==> config.mk <==
export PLATFORM = sky130hd
export DESIGN_NAME = axi_read_arbiter
export DESIGN_NICKNAME = d
export VERILOG_FILES = /design/src/rtl/axi_read_arbiter_pkg.sv /design/src/rtl/rr_arbiter_2.sv /design/src/rtl/axi_read_arbiter.sv
export SDC_FILE = /design/constraint.sdc
export NUM_CORES = 1
export LEC_CHECK = 0
export CORE_ASPECT_RATIO = 0.75
export CORE_UTILIZATION = 34
export CTS_BUF_LIST = sky130_fd_sc_hd__clkbuf_16
export DETAILED_ROUTE_END_ITERATION = 8
export HOLD_SLACK_MARGIN = 0.08
export PLACE_DENSITY = 0.88
export SETUP_SLACK_MARGIN = 0.2
export SYNTH_ARGS = -nofsm -noshare
export SYNTH_HDL_FRONTEND = slang
export SYNTH_SLANG_ARGS = --single-unit
==> constraint.sdc <==
create_clock -name clk -period 2.5 [get_ports clk]
set_input_delay 0.5 -clock clk [delete_from_list [all_inputs] [get_ports clk]]
set_output_delay 0.5 -clock clk [all_outputs]
set_load 0.02 [all_outputs]
==> src/rtl/axi_read_arbiter_pkg.sv <==
// rtl/axi_read_arbiter_pkg.sv - shared types and AXI constants for the refill read arbiter
package axi_read_arbiter_pkg;

    typedef enum logic [1:0] {
        ST_IDLE = 2'd0,
        ST_ADDR = 2'd1,
        ST_DATA = 2'd2
    } state_t;

    localparam logic [1:0] AXI_BURST_INCR = 2'b01;
    localparam logic [2:0] AXI_SIZE_4B    = 3'b010;

    localparam logic [3:0] IC_ID_DEFAULT = 4'd0;
    localparam logic [3:0] DC_ID_DEFAULT = 4'd1;

    // Clear the byte offset within a cache line (line_bytes is a power of two)
    function automatic logic [31:0] line_align(input logic [31:0] addr,
                                               input logic [31:0] line_bytes);
        return addr & ~(line_bytes - 32'd1);
    endfunction

endpackage

==> src/rtl/rr_arbiter_2.sv <==
// rtl/rr_arbiter_2.sv - two-way round-robin pick with last-grant register
module rr_arbiter_2 (
    input  logic clk,
    input  logic rst_n,
    input  logic enable,
    input  logic req_ic,
    input  logic req_dc,
    input  logic update,
    input  logic update_dc,
    output logic grant_ic,
    output logic grant_dc
);

    // 1 when the DCache owned the most recent completed burst
    logic last_dc;

    // On a tie the requester that did not win last time gets the grant
    always_comb begin
        grant_ic = enable && req_ic && (!req_dc || last_dc);
        grant_dc = enable && req_dc && (!req_ic || !last_dc);
    end

    // Last-grant history moves only when a burst finishes
    always_ff @(posedge clk or negedge rst_n) begin
        if (!rst_n) begin
            last_dc <= 1'b1;
        end else if (update) begin
            last_dc <= update_dc;
        end
    end

endmodule

==> src/rtl/axi_read_arbiter.sv <==
// rtl/axi_read_arbiter.sv - arbitrates ICache/DCache line refills onto one AXI read master
module axi_read_arbiter
    import axi_read_arbiter_pkg::*;
#(
    parameter int unsigned LINE_WORDS = 8,
    parameter logic [3:0]  IC_ID      = IC_ID_DEFAULT,
    parameter logic [3:0]  DC_ID      = DC_ID_DEFAULT
) (
    input  logic        clk,
    input  logic        rst_n,

    input  logic        ic_req_valid,
    input  logic [31:0] ic_req_addr,
    output logic        ic_req_ready,
    output logic        ic_resp_valid,
    output logic [31:0] ic_resp_data,
    output logic        ic_resp_last,

    input  logic        dc_req_valid,
    input  logic [31:0] dc_req_addr,
    output logic        dc_req_ready,
    output logic        dc_resp_valid,
    output logic [31:0] dc_resp_data,
    output logic        dc_resp_last,

    output logic [3:0]  arid,
    output logic [31:0] araddr,
    output logic [7:0]  arlen,
    output logic [2:0]  arsize,
    output logic [1:0]  arburst,
    output logic        arvalid,
    input  logic        arready,

    input  logic [3:0]  rid,
    input  logic [31:0] rdata,
    input  logic [1:0]  rresp,
    input  logic        rlast,
    input  logic        rvalid,
    output logic        rready,

    output logic        err
);

    localparam int unsigned     CNT_W      = $clog2(LINE_WORDS);
    localparam logic [CNT_W-1:0] LAST_BEAT = CNT_W'(LINE_WORDS - 1);
    localparam logic [31:0]      LINE_BYTES = 32'(LINE_WORDS * 4);

    state_t           state_q, state_d;
    logic [31:0]      addr_q;
    logic             sel_dc_q;
    logic [CNT_W-1:0] cnt_q;
    logic             err_q;

    logic grant_ic, grant_dc, arb_enable;
    logic beat_ok, final_beat, beat_bad;

    // Grants are only possible in IDLE and never while reset is held
    assign arb_enable = (state_q == ST_IDLE) && rst_n;

    rr_arbiter_2 u_rr (
        .clk       (clk),
        .rst_n     (rst_n),
        .enable    (arb_enable),
        .req_ic    (ic_req_valid),
        .req_dc    (dc_req_valid),
        .update    (final_beat),
        .update_dc (sel_dc_q),
        .grant_ic  (grant_ic),
        .grant_dc  (grant_dc)
    );

    assign ic_req_ready = grant_ic;
    assign dc_req_ready = grant_dc;

    assign arid    = sel_dc_q ? DC_ID : IC_ID;
    assign araddr  = addr_q;
    assign arlen   = 8'(LINE_WORDS - 1);
    assign arsize  = AXI_SIZE_4B;
    assign arburst = AXI_BURST_INCR;

    assign ic_resp_data = rdata;
    assign dc_resp_data = rdata;
    assign err          = err_q;

    assign beat_ok    = (state_q == ST_DATA) && rvalid;
    assign final_beat = beat_ok && (cnt_q == LAST_BEAT);
    assign beat_bad   = (rresp != 2'b00) || (rid != arid) || (rlast != (cnt_q == LAST_BEAT));

    // State register
    always_ff @(posedge clk or negedge rst_n) begin
        if (!rst_n) begin
            state_q <= ST_IDLE;
        end else begin
            state_q <= state_d;
        end
    end

    // Next state and handshake outputs; beats pass straight through to the owner
    always_comb begin
        state_d       = state_q;
        arvalid       = 1'b0;
        rready        = 1'b0;
        ic_resp_valid = 1'b0;
        dc_resp_valid = 1'b0;
        ic_resp_last  = 1'b0;
        dc_resp_last  = 1'b0;
        case (state_q)
            ST_IDLE: begin
                if (grant_ic || grant_dc) begin
                    state_d = ST_ADDR;
                end
            end
            ST_ADDR: begin
                arvalid = 1'b1;
                if (arready) begin
                    state_d = ST_DATA;
                end
            end
            ST_DATA: begin
                rready        = 1'b1;
                ic_resp_valid = rvalid && !sel_dc_q;
                dc_resp_valid = rvalid && sel_dc_q;
                ic_resp_last  = final_beat && !sel_dc_q;
                dc_resp_last  = final_beat && sel_dc_q;
                if (final_beat) begin
                    state_d = ST_IDLE;
                end
            end
            default: state_d = ST_IDLE;
        endcase
    end

    // Burst context, beat counter and sticky error; errors never change sequencing
    always_ff @(posedge clk or negedge rst_n) begin
        if (!rst_n) begin
            addr_q   <= 32'd0;
            sel_dc_q <= 1'b0;
            cnt_q    <= '0;
            err_q    <= 1'b0;
        end else begin
            if (grant_ic || grant_dc) begin
                addr_q   <= line_align(grant_dc ? dc_req_addr : ic_req_addr, LINE_BYTES);
                sel_dc_q <= grant_dc;
            end
            if (state_q == ST_ADDR && arready) begin
                cnt_q <= '0;
            end else if (beat_ok) begin
                cnt_q <= cnt_q + 1'b1;
            end
            if (beat_ok && beat_bad) begin
                err_q <= 1'b1;
            end
        end
    end

endmodule

==> metrics.md, run 1 <==
| Metric | Value |
|---|---|
| Clock transition at the register clock pins on the worst setup and hold paths after CTS | 60 ps |
| P&R area growth vs syn | 27.1% |
| Startpoint type of the worst setup path | input pin |
| Slowest cell on the critical path | clkdlybuf4s50_1 |
| Pre-CTS setup slack | -61.8 ps |
| I/O pin count | 231 |
| Sequential-to-total area share from yosys stat | 35.0% |
| Pin count of the biggest net entering global routing | 57 |
| Routed vias | 2055 |
| Final Instance Count excl. Fillers | 425 |
| Kind of cell with the highest combined delay on the critical path | buffers and inverters |
| Nets | 437 |
| Slowest Stage Delay on Critical Path | 480 ps |
| Number of sinks on the clock net | 35 |
| Dominant cells by area after synthesis | dfrtp_1, buf_4, a31oi_1 |
| Die Outline Area | 7730 sq um |
| Final Hold Slack | 231 ps |
| Starting Density | 36.0% |
| Source-to-sink clock delay at the later pin of the worst-skew pair | 270 ps |
| Number of antenna violations at the first check in global routing | 0 |
| Required time of the critical path | 2000 ps |
| Placed cell area | 3060 sq um |
| Detail-routed net length per standard cell | 15.3 microns |
| Maximum fanout encountered on the critical timing path | 6 |
| Tightest Hold Check Type | in2async |
| Root buffer cell | clkbuf_16 |
| Transition time of the tightest slew-check pin | 549 ps |
| Count of flip-flops with a built-in enable after synthesis | 0 |
| Yosys synthesis warning count | 0 |
| Fraction of the cycle the final worst path needs | 89.4% |
| Worst relative slew slack | 63.4% |
| Share of cells above drive strength 1 | 7.34% |
| Post-Syn Area | 2510 sq um |
| HPWL reported at the end of detailed placement | 4840 microns |
| Number of buffer and inverter stages on the critical path | 2 |
| Min cycle time layout | 2240 ps |
| Run status | finished, final reports clean |
| Clk_skew | 4.98 ps |
| Initial DRT Pass Iterations | 4 |
| Netlist cell types | 31 |
| Count of hold-fix buffers inserted at cts | 0 |
| # port buffers | 103 |
| Violation count after the first detailed-routing iteration | 112 |
| Max cap viols | 0 |
| DRC violations left | 0 |
| Filler cells | 704 |
| Total wirelength of the detailed-routed design | 6500 microns |
| Worst-path cell chain | clkdlybuf4s50_1 > and3b_2 > nand2_1 > nor2_1 > dlygate4sd2_1 |
| Leading cell types by count after synthesis | buf_4, dfrtp_1, a21oi_1 |
| Leakage Power | 1.30 nW |
| Worst Reg2Reg Path Length in Cells | 5 |
| Via count normalized by instance count | 4.84 |
| Setup violators final | 0 |
| Standard-cell row count | 26 |
| Cell taking the most area after synthesis | dfrtp_1 |
| Post-Layout Inst Area | 3190 sq um |
| Mean instance size in the synthesized netlist | 8.68 sq um |
| Share of async-settable or async-resettable flops after synthesis | 100% |
| Clock buffer depth | 2 |
| Antenna violation net count after detailed routing | 0 |
| Endpoint kind of the worst setup timing path | output port |
| TritonCTS clock tree | yes |
| Final core utilization | 45.8% |
| Antenna cells | 0 |
| Final hold vios | 0 |
| Placer's final routability congestion estimate | 0.754 |
| Mapped Cells | 289 |
| Reg-to-reg critical path endpoint | araddr[21]$_DFFE_PN0P_ |
| TritonCTS Buffers | 5 |
| Via count of the first global-routing pass | 2061 |
| Share of Yosys cell area claimed by the top area cell type | 33.9% |
| Setup slack on the worst flop-to-flop path | 620 ps |
| Total of flip-flops plus latches after synthesis | 35 |
| Setup repair after global routing missed its margin | no |
| Worst Path Class, Setup | in2out |
| Congestion Overflow GR | 0 |
| Width of the die | 101 microns |
| GRT Resource Usage Total | 16.9% |
| H-tree depth reported by CTS | 2 |
| Most repeated cell in the gate-level netlist after synthesis | buf_4 |
| Max-slew violation total from the final report | 0 |
| Global-route wire length before repair | 10300 microns |
| Most instantiated flip-flop cell in the synthesis netlist | dfrtp_1 |
| Worst IR drop on VDD | 0.397 mV |
| Critical path data arrival time | 1740 ps |
| Reg-to-Reg Start | state_q[0]$_DFFE_PN0P_ |
| Post-Place Cells | 417 |
| Maximum clock frequency | 447 MHz |
| Cell area power density | 1000 nW/um^2 |
| Worst path setup slack after routing | 264 ps |
| Y dimension of the die | 76.4 microns |
| Placeable core region | 6960 sq um |
==> final cells by class <==
type	instances	area, sq um	area share, %
flip-flops and latches	35	877	27.5
inverters	1	3.75	0.118
clock inverters	3	11.3	0.353
clock buffers	5	125	3.93
multi-input cells	166	922	28.9
repair buffers	117	1120	35.3
well taps	98	123	3.85
==> logic make-up (layout without fill, tap and decap cells) <==
group                    Yosys count  after routing  synth area share, %
flip-flops                        35             35                 35.0
other                              2             21                0.300
AND/OR/NAND/NOR                   50             50                 10.8
adder cells (fa/ha/maj)            2              2                0.998
buffers and inverters            107            126                 31.4
XOR/XNOR                           3              3                 1.05
AO/OA/AOI/OAI                     90             90                 20.5
==> per-stage QoR <==
stage	TNS (ps)	power (mW)
3_5_place_dp	-141	2.64
3_3_place_gp	-94.8	2.59
2_1_floorplan	0	2.07
6_report	0	3.19
4_1_cts	0	3.22
5_1_grt	0	3.42
==> cells in the final DEF (no fill, tap or decap) <==
cell type        instances
a21bo_1                  1
a21boi_2                 1
a21o_1                   4
a21oi_1                 28
a22o_1                   2
a31oi_1                 27
and2_1                   2
and3_1                   2
and3b_1                  1
and3b_2                  1
buf_2                    1
buf_4                   14
clkbuf_16                5
clkdlybuf4s15_1          1
clkdlybuf4s50_1         96
clkinv_1                 2
conb_1                  21
dfrtp_1                 34
dfstp_2                  1
dlygate4sd2_1            5
ha_1                     2
inv_1                    2
nand2_1                  2
nand2b_1                 1
nand3_1                 27
nand4_1                  1
nor2_1                   6
nor2b_1                  3
nor3_1                   1
nor3b_4                  1
o21ai_0                 23
o21ai_1                  4
or2_1                    1
or3b_1                   1
xnor2_1                  3
==> timing repair <==
item,in CTS,in global routing
buffers inserted,0,0
gates resized for setup,6,2
endpoints found under the setup margin,6,4
==> flip-flops by register name (all words and copies together), names as in the netlist <==
name	flops
u_rr.last_dc	1
araddr	27
state_q	2
cnt_q	3
err	1
sel_dc_q	1
==> worst max-delay path by stage <==
stage | start | end | slack (ps) | cells past startpoint
finish | rvalid | ic_resp_last | 260 | 5
global route | rvalid | ic_resp_last | 210 | 5
CTS | rvalid | dc_resp_last | 210 | 4
detailed placement | rvalid | dc_resp_last | -60 | 4
global placement | rvalid | dc_resp_last | -50 | 4
floorplan | rst_n | dc_req_ready | 600 | 4
==> layer usage <==
layer / vias up / GRT usage [%] / part of all wire [%]
li1: 980 / - / -
met1: 962 / 21.2 / 43
met2: 109 / 27.3 / 48
met3: 4 / 5.50 / 8.8
met4: 0 / 5.22 / 0.88
met5: - / 0 / 0
==> power breakdown <==
group	switching [mW]	leakage (nW)	internal, mW
clock network	0.215	0.0701	0.358
logic	0.853	0.843	0.755
registers	0.183	0.392	0.826
total	1.25	1.30	1.94
No activity file was read; power rests on OpenSTA's default activity.
==> inputs of run 2 (changes only) <==
--- a/config.mk
+++ b/config.mk
@@ -5,7 +5,7 @@
 export SDC_FILE = /design/constraint.sdc
 export NUM_CORES = 1
 export LEC_CHECK = 0
-export CORE_ASPECT_RATIO = 0.75
+export CORE_ASPECT_RATIO = 0.5
 export CORE_UTILIZATION = 34
 export CTS_BUF_LIST = sky130_fd_sc_hd__clkbuf_16
 export DETAILED_ROUTE_END_ITERATION = 8
==> run 2 against run 1 <==
Sequential power about the same; sequential share of layout area down 0.29 points; maximum frequency up 1.3%; flip-flop and latch count unchanged; register-to-register slack better by 100 ps; via count up 2.0%; critical path depth unchanged; clock-buffer cell count unchanged; clock skew down 2.4 ps; final cell count down 1.6%; routed wire length up 1.5%; die area up 0.23%.
==> metrics.md, run 2 (synthesized netlist as in run 1, its figures left out) <==
| Metric | Value |
|---|---|
| Total wirelength of the detailed-routed design | 6590 microns (+1.5%) |
| Maximum fanout encountered on the critical timing path | 5 (-1) |
| Worst Reg2Reg Path Length in Cells | 5 (unchanged) |
| Leakage Power | 1.31 nW (+0.43%) |
| Clock buffer depth | 2 (unchanged) |
| TritonCTS Buffers | 5 (unchanged) |
| Worst IR drop on VDD | 0.350 mV (-12%) |
| Required time of the critical path | 2000 ps (about the same) |
| Clock transition at the register clock pins on the worst setup and hold paths after CTS | 50 ps (about the same) |
| Reg-to-reg critical path endpoint | araddr[24]$_DFFE_PN0P_ |
| Clk_skew | 2.56 ps (-2.42 ps) |
| P&R area growth vs syn | 28.4% |
| Post-Layout Inst Area | 3220 sq um (+1.1%) |
| Max FFs per register | 27 (unchanged) |
| Via count of the first global-routing pass | 2041 (-0.97%) |
| Number of antenna violations at the first check in global routing | 0 (unchanged) |
| Cell area power density | 1040 nW/um^2 (+3.7%) |
| GRT Resource Usage Total | 16.9% (about the same) |
| Starting Density | 36.3% (+0.27 points) |
| Worst Path Class, Setup | in2out |
| HPWL reported at the end of detailed placement | 4600 microns (-4.8%) |
| Setup repair after global routing missed its margin | no |
| # port buffers | 103 (unchanged) |
| Final Hold Slack | 474 ps (+243 ps) |
| Global-route wire length before repair | 10200 microns (-0.34%) |
| Y dimension of the die | 62.7 microns (-18%) |
| H-tree depth reported by CTS | 2 (unchanged) |
| Routed vias | 2096 (+2.0%) |
| Placer's final routability congestion estimate | 0.804 (+6.6%) |
| Run status | finished, final reports clean |
| Launch point of the worst path | rvalid |
| Critical path data arrival time | 1710 ps (-30 ps) |
| Die Outline Area | 7740 sq um (+0.23%) |
| I/O pin count | 231 (unchanged) |
| Antenna violation net count after detailed routing | 0 (unchanged) |
| Pre-CTS setup slack | -151 ps (-88.7 ps) |
| Violation count after the first detailed-routing iteration | 170 (+52%) |
| Pin count of the biggest net entering global routing | 57 (unchanged) |
| Total power consumption of the routed design | 3.34 mW (+4.8%) |
| Fraction of the cycle the final worst path needs | 88.3% (-1.1 points) |
| Via count normalized by instance count | 5.01 (+3.7%) |
| Worst path setup slack after routing | 292 ps (+28.0 ps) |
| Worst Setup EP | ic_resp_last |
| Initial DRT Pass Iterations | 4 (unchanged) |
| Number of sinks on the clock net | 35 (unchanged) |
| Antenna cells | 0 (unchanged) |
| Setup violators final | 0 (unchanged) |
| Max cap viols | 0 (unchanged) |
| Standard-cell row count | 21 (-19%) |
| Final hold vios | 0 (unchanged) |
| Width of the die | 123 microns (+22%) |
| Start point of the worst min-delay path | err$_DFFE_PN0P_ |
| Reg-to-Reg Start | state_q[0]$_DFFE_PN0P_ |
| Congestion Overflow GR | 0 (unchanged) |
| Leading cell type in the layout, fill and taps excluded | clkdlybuf4s50_1 |
| TritonCTS clock tree | yes |
| Root buffer cell | clkbuf_16 |
| Maximum clock frequency | 453 MHz (+1.3%) |
| Highest-count cells in the layout ignoring fill and taps | clkdlybuf4s50_1, dfrtp_1, a21oi_1 |
| Placeable core region | 6910 sq um (-0.74%) |
| Endpoint kind of the worst setup timing path | output port |
| Startpoint type of the worst setup path | input pin |
| DRC violations left | 0 (unchanged) |
| Filler cells | 615 (-13%) |
| Detail-routed net length per standard cell | 15.8 microns (+3.2%) |
| Placed cell area | 3070 sq um (+0.49%) |
| Max-slew violation total from the final report | 0 (unchanged) |
| Share of cells above drive strength 1 | 7.98% (+0.64 points) |
| Min cycle time layout | 2210 ps (-28.0 ps) |
| Post-Place Cells | 410 (-1.7%) |
| Tightest Hold Check Type | reg2reg |
| Setup slack on the worst flop-to-flop path | 720 ps (+100 ps) |
| Final Instance Count excl. Fillers | 418 (-1.6%) |
| Source-to-sink clock delay at the later pin of the worst-skew pair | 270 ps (about the same) |
| Nets | 436 (-0.23%) |
| Buffers inserted during post-CTS setup optimization | 0 (unchanged) |
run 2: cell count changes in the layout (fill, tap and decap cells not counted), moves of 2 or more:
| cell | delta |
|---|---|
| buf_12 | +2 |
| clkbuf_2 | +3 |
| dlygate4sd2_1 | -3 |
| buf_4 | -4 |
run 2: where the power goes:
part,internal (mW),total [mW],switching (mW)
Clock,0.464,0.692,0.228
Sequential,0.826,1.00,0.176
Combinational,0.769,1.65,0.879
Total,2.06,3.34,1.28
run 2: how the worst min path moves through the flow:
stage,slack [ps],end,cells after the start
final,470,err$_DFFE_PN0P_,1
after global routing,510,err$_DFFE_PN0P_,1
after detailed placement,460,err$_DFFE_PN0P_,1
after floorplan,200,araddr[10]$_DFFE_PN0P_,0
after global placement,440,err$_DFFE_PN0P_,1
after CTS,480,err$_DFFE_PN0P_,1
run 2: layer usage:
metal  track usage, %  share of wire (%)  vias up
li1                 -                  -      975
met2             30.1                 53       84
met1             18.2                 37      998
met5                0                  0        -
met4             10.8                4.3        0
met3             3.47                6.4       39
run 2: critical path, cell delays in order:
cell and delay (ps):
clkdlybuf4s50_1 480, and3b_1 240, nand2_1 90, nor2_1 90, clkdlybuf4s15_1 310
run 2: area by class of cell:
cell class	count	area (sq um)	area share, %
clock buffers	5	125	3.89
clock inverters	3	38.8	1.20
multi-input cells	166	921	28.6
flip-flops and latches	35	877	27.2
repair buffers	116	1140	35.4
well taps	92	115	3.57
inverters	1	3.75	0.117
run 2: through the flow:
stage          util, %  TNS (ps)
2_1_floorplan        -         0
5_1_grt           46.6         0
4_1_cts           46.7         0
3_3_place_gp      44.4      -172
6_report          46.6         0
3_5_place_dp      44.4      -241
run 2: repair_timing:
action | in CTS | in global routing
hold buffers | 0 | 0
gates resized for setup | 6 | 8
endpoints found under the setup margin | 6 | 5
==> inputs of run 3 (changes only) <==
--- a/config.mk
+++ b/config.mk
@@ -6,11 +6,11 @@
 export NUM_CORES = 1
 export LEC_CHECK = 0
 export CORE_ASPECT_RATIO = 0.5
-export CORE_UTILIZATION = 34
+export CORE_UTILIZATION = 30
 export CTS_BUF_LIST = sky130_fd_sc_hd__clkbuf_16
 export DETAILED_ROUTE_END_ITERATION = 8
 export HOLD_SLACK_MARGIN = 0.08
-export PLACE_DENSITY = 0.88
+export PLACE_DENSITY = 0.79
 export SETUP_SLACK_MARGIN = 0.2
 export SYNTH_ARGS = -nofsm -noshare
 export SYNTH_HDL_FRONTEND = slang
==> run 3 against run 2 <==
Power shrank 4.1%; clock skew grew 2.3 ps; die area increased by 13%; register-to-register slack got worse by 150 ps; final cell count increased by 4.1%; maximum frequency is 0.93% lower.
==> metrics.md, run 3 (synthesized netlist as in run 1, its figures left out) <==
| Metric | Value |
|---|---|
| Run status | finished, final reports clean |
| Slowest cell on the critical path | clkdlybuf4s50_1 |
| Detail-routed net length per standard cell | 14.9 microns (-5.3%) |
| Violation count after the first detailed-routing iteration | 116 (-32%) |
| TritonCTS Buffers | 5 (unchanged) |
| Antenna violation net count after detailed routing | 0 (unchanged) |
| Share of cells above drive strength 1 | 7.43% (-0.55 points) |
| Placer's final routability congestion estimate | 0.740 (-7.9%) |
| Highest-count cells in the layout ignoring fill and taps | clkdlybuf4s50_1, dfrtp_1, a21oi_1 |
| Worst-path cell chain | clkdlybuf4s50_1 > and3b_1 > nor2b_1 > dlygate4sd2_1 |
| Met1 Resource Use GR | 16.2% (-1.9 points) |
| Pin count of the biggest net entering global routing | 57 (unchanged) |
| Width of the die | 131 microns (+6.4%) |
| GR met2 Demand/Resource | 25.4% (-4.7 points) |
| Global-route wire length before repair | 9780 microns (-4.4%) |
| Y dimension of the die | 66.6 microns (+6.2%) |
| Worst relative slew slack | 62.2% |
| Cell area power density | 1000 nW/um^2 (-3.3%) |
| Via count of the first global-routing pass | 2010 (-1.5%) |
| H-tree depth reported by CTS | 2 (unchanged) |
| Final Instance Count excl. Fillers | 435 (+4.1%) |
| Slowest Stage Delay on Critical Path | 470 ps (about the same) |
| Tightest Hold Check Type | reg2reg |
| Clock buffer depth | 2 (unchanged) |
| Worst IR drop on VDD | 0.299 mV (-15%) |
| Met3 GRT Util | 4.19% (+0.72 points) |
| Max-slew violation total from the final report | 0 (unchanged) |
| Placed cell area | 3090 sq um (+0.57%) |
| Setup repair after global routing missed its margin | no |
| Count of hold-fix buffers inserted at cts | 0 (unchanged) |
| TritonCTS clock tree | yes |
| Required time of the critical path | 2000 ps (about the same) |
| Final hold vios | 0 (unchanged) |
| Startpoint type of the worst setup path | input pin |
| Total power consumption of the routed design | 3.20 mW (-4.1%) |
| Source-to-sink clock delay at the later pin of the worst-skew pair | 280 ps (about the same) |
| Gr busiest metal | met2 |
| Number of antenna violations at the first check in global routing | 0 (unchanged) |
| Clk_skew | 4.85 ps (+2.29 ps) |
| Die Outline Area | 8750 sq um (+13%) |
| Leakage Power | 1.29 nW (-1.5%) |
| Maximum clock frequency | 449 MHz (-0.93%) |
| Routed vias | 2026 (-3.3%) |
| Pre-CTS setup slack | -169 ps (-18.6 ps) |
| Antenna cells | 0 (unchanged) |
| Final Hold Slack | 469 ps (-4.28 ps) |
| Number of sinks on the clock net | 35 (unchanged) |
| Max cap viols | 0 (unchanged) |
| Worst Path Class, Setup | in2out |
| Post-Place Cells | 429 (+4.6%) |
| DRC violations left | 0 (unchanged) |
| P&R area growth vs syn | 27.4% |
| Via count normalized by instance count | 4.66 (-7.1%) |
| Initial DRT Pass Iterations | 4 (unchanged) |
| Leading cell type in the layout, fill and taps excluded | clkdlybuf4s50_1 |
| Critical path data arrival time | 1730 ps (+20 ps) |
| # port buffers | 103 (unchanged) |
| Maximum fanout encountered on the critical timing path | 6 (+1) |
| I/O pin count | 231 (unchanged) |
| Root buffer cell | clkbuf_16 |
| Post-Layout Inst Area | 3190 sq um (-0.82%) |
| Sum of negative setup slack | 0 ps (unchanged) |
| GRT Resource Usage Total | 14.2% (-2.7 points) |
| Max FFs per register | 27 (unchanged) |
| Worst path setup slack after routing | 272 ps (-20.6 ps) |
| Endpoint kind of the worst setup timing path | output port |
| Clock transition at the register clock pins on the worst setup and hold paths after CTS | 50 ps (about the same) |
| HPWL reported at the end of detailed placement | 4650 microns (+0.92%) |
| Placeable core region | 8060 sq um (+17%) |
| Congestion Overflow GR | 0 (unchanged) |
| Transition time of the tightest slew-check pin | 567 ps |
| Nets | 435 (-0.23%) |
| Min cycle time layout | 2230 ps (+20.6 ps) |
| Final core utilization | 39.6% (-7.0 points) |
| Fraction of the cycle the final worst path needs | 89.1% (+0.83 points) |
| Standard-cell row count | 23 (+9.5%) |
| Starting Density | 31.1% (-5.2 points) |
| Total wirelength of the detailed-routed design | 6500 microns (-1.4%) |
| Setup violators final | 0 (unchanged) |
-- run 3: area by class of cell --
| class | instances | area [sq um] |
|---|---|---|
| well taps | 112 | 140 |
| flip-flops and latches | 35 | 877 |
| clock inverters | 1 | 3.75 |
| inverters | 1 | 3.75 |
| clock buffers | 5 | 125 |
| repair buffers | 115 | 1120 |
| multi-input cells | 166 | 921 |
| fillers | 789 | 4860 |
-- run 3: power breakdown --
| part | internal [mW] | switching, mW | total [mW] | leakage [nW] |
|---|---|---|---|---|
| Sequential | 0.826 | 0.183 | 1.01 | 0.392 |
| Clock | 0.354 | 0.216 | 0.570 | 0.0669 |
| Combinational | 0.763 | 0.862 | 1.62 | 0.831 |
-- run 3: repair_timing --
action / CTS / global route
buffers inserted: 0 / 0
setup endpoints to repair: 6 / 4
cloned: 0 / 0
resized for setup: 6 / 8
-- run 3: per-layer routing --
metal	wire [microns]	part of all wire [%]	vias up
met5	0	0	-
met4	98	1.5	0
met3	392	6.0	8
met2	3330	51	61
met1	2670	41	983
li1	-	-	974
-- run 3: worst paths after layout --
kind / cells after the start / slack (ps) / startpoint / to
min reg2reg: 1 / 470 / err$_DFFE_PN0P_ / err$_DFFE_PN0P_
min in group asynchronous: 2 / 630 / rst_n / araddr[18]$_DFFE_PN0P_
max: 4 / 270 / rvalid / ic_resp_valid
min: 1 / 470 / err$_DFFE_PN0P_ / err$_DFFE_PN0P_
max reg2reg: 5 / 570 / state_q[0]$_DFFE_PN0P_ / araddr[21]$_DFFE_PN0P_
max in group asynchronous: 2 / 1580 / rst_n / araddr[29]$_DFFE_PN0P_
-- run 3: critical path, delay by kind of cell --
family	cells	cell delay (ps)
and+or+nand+nor	2	420
buffers and inverters	2	800
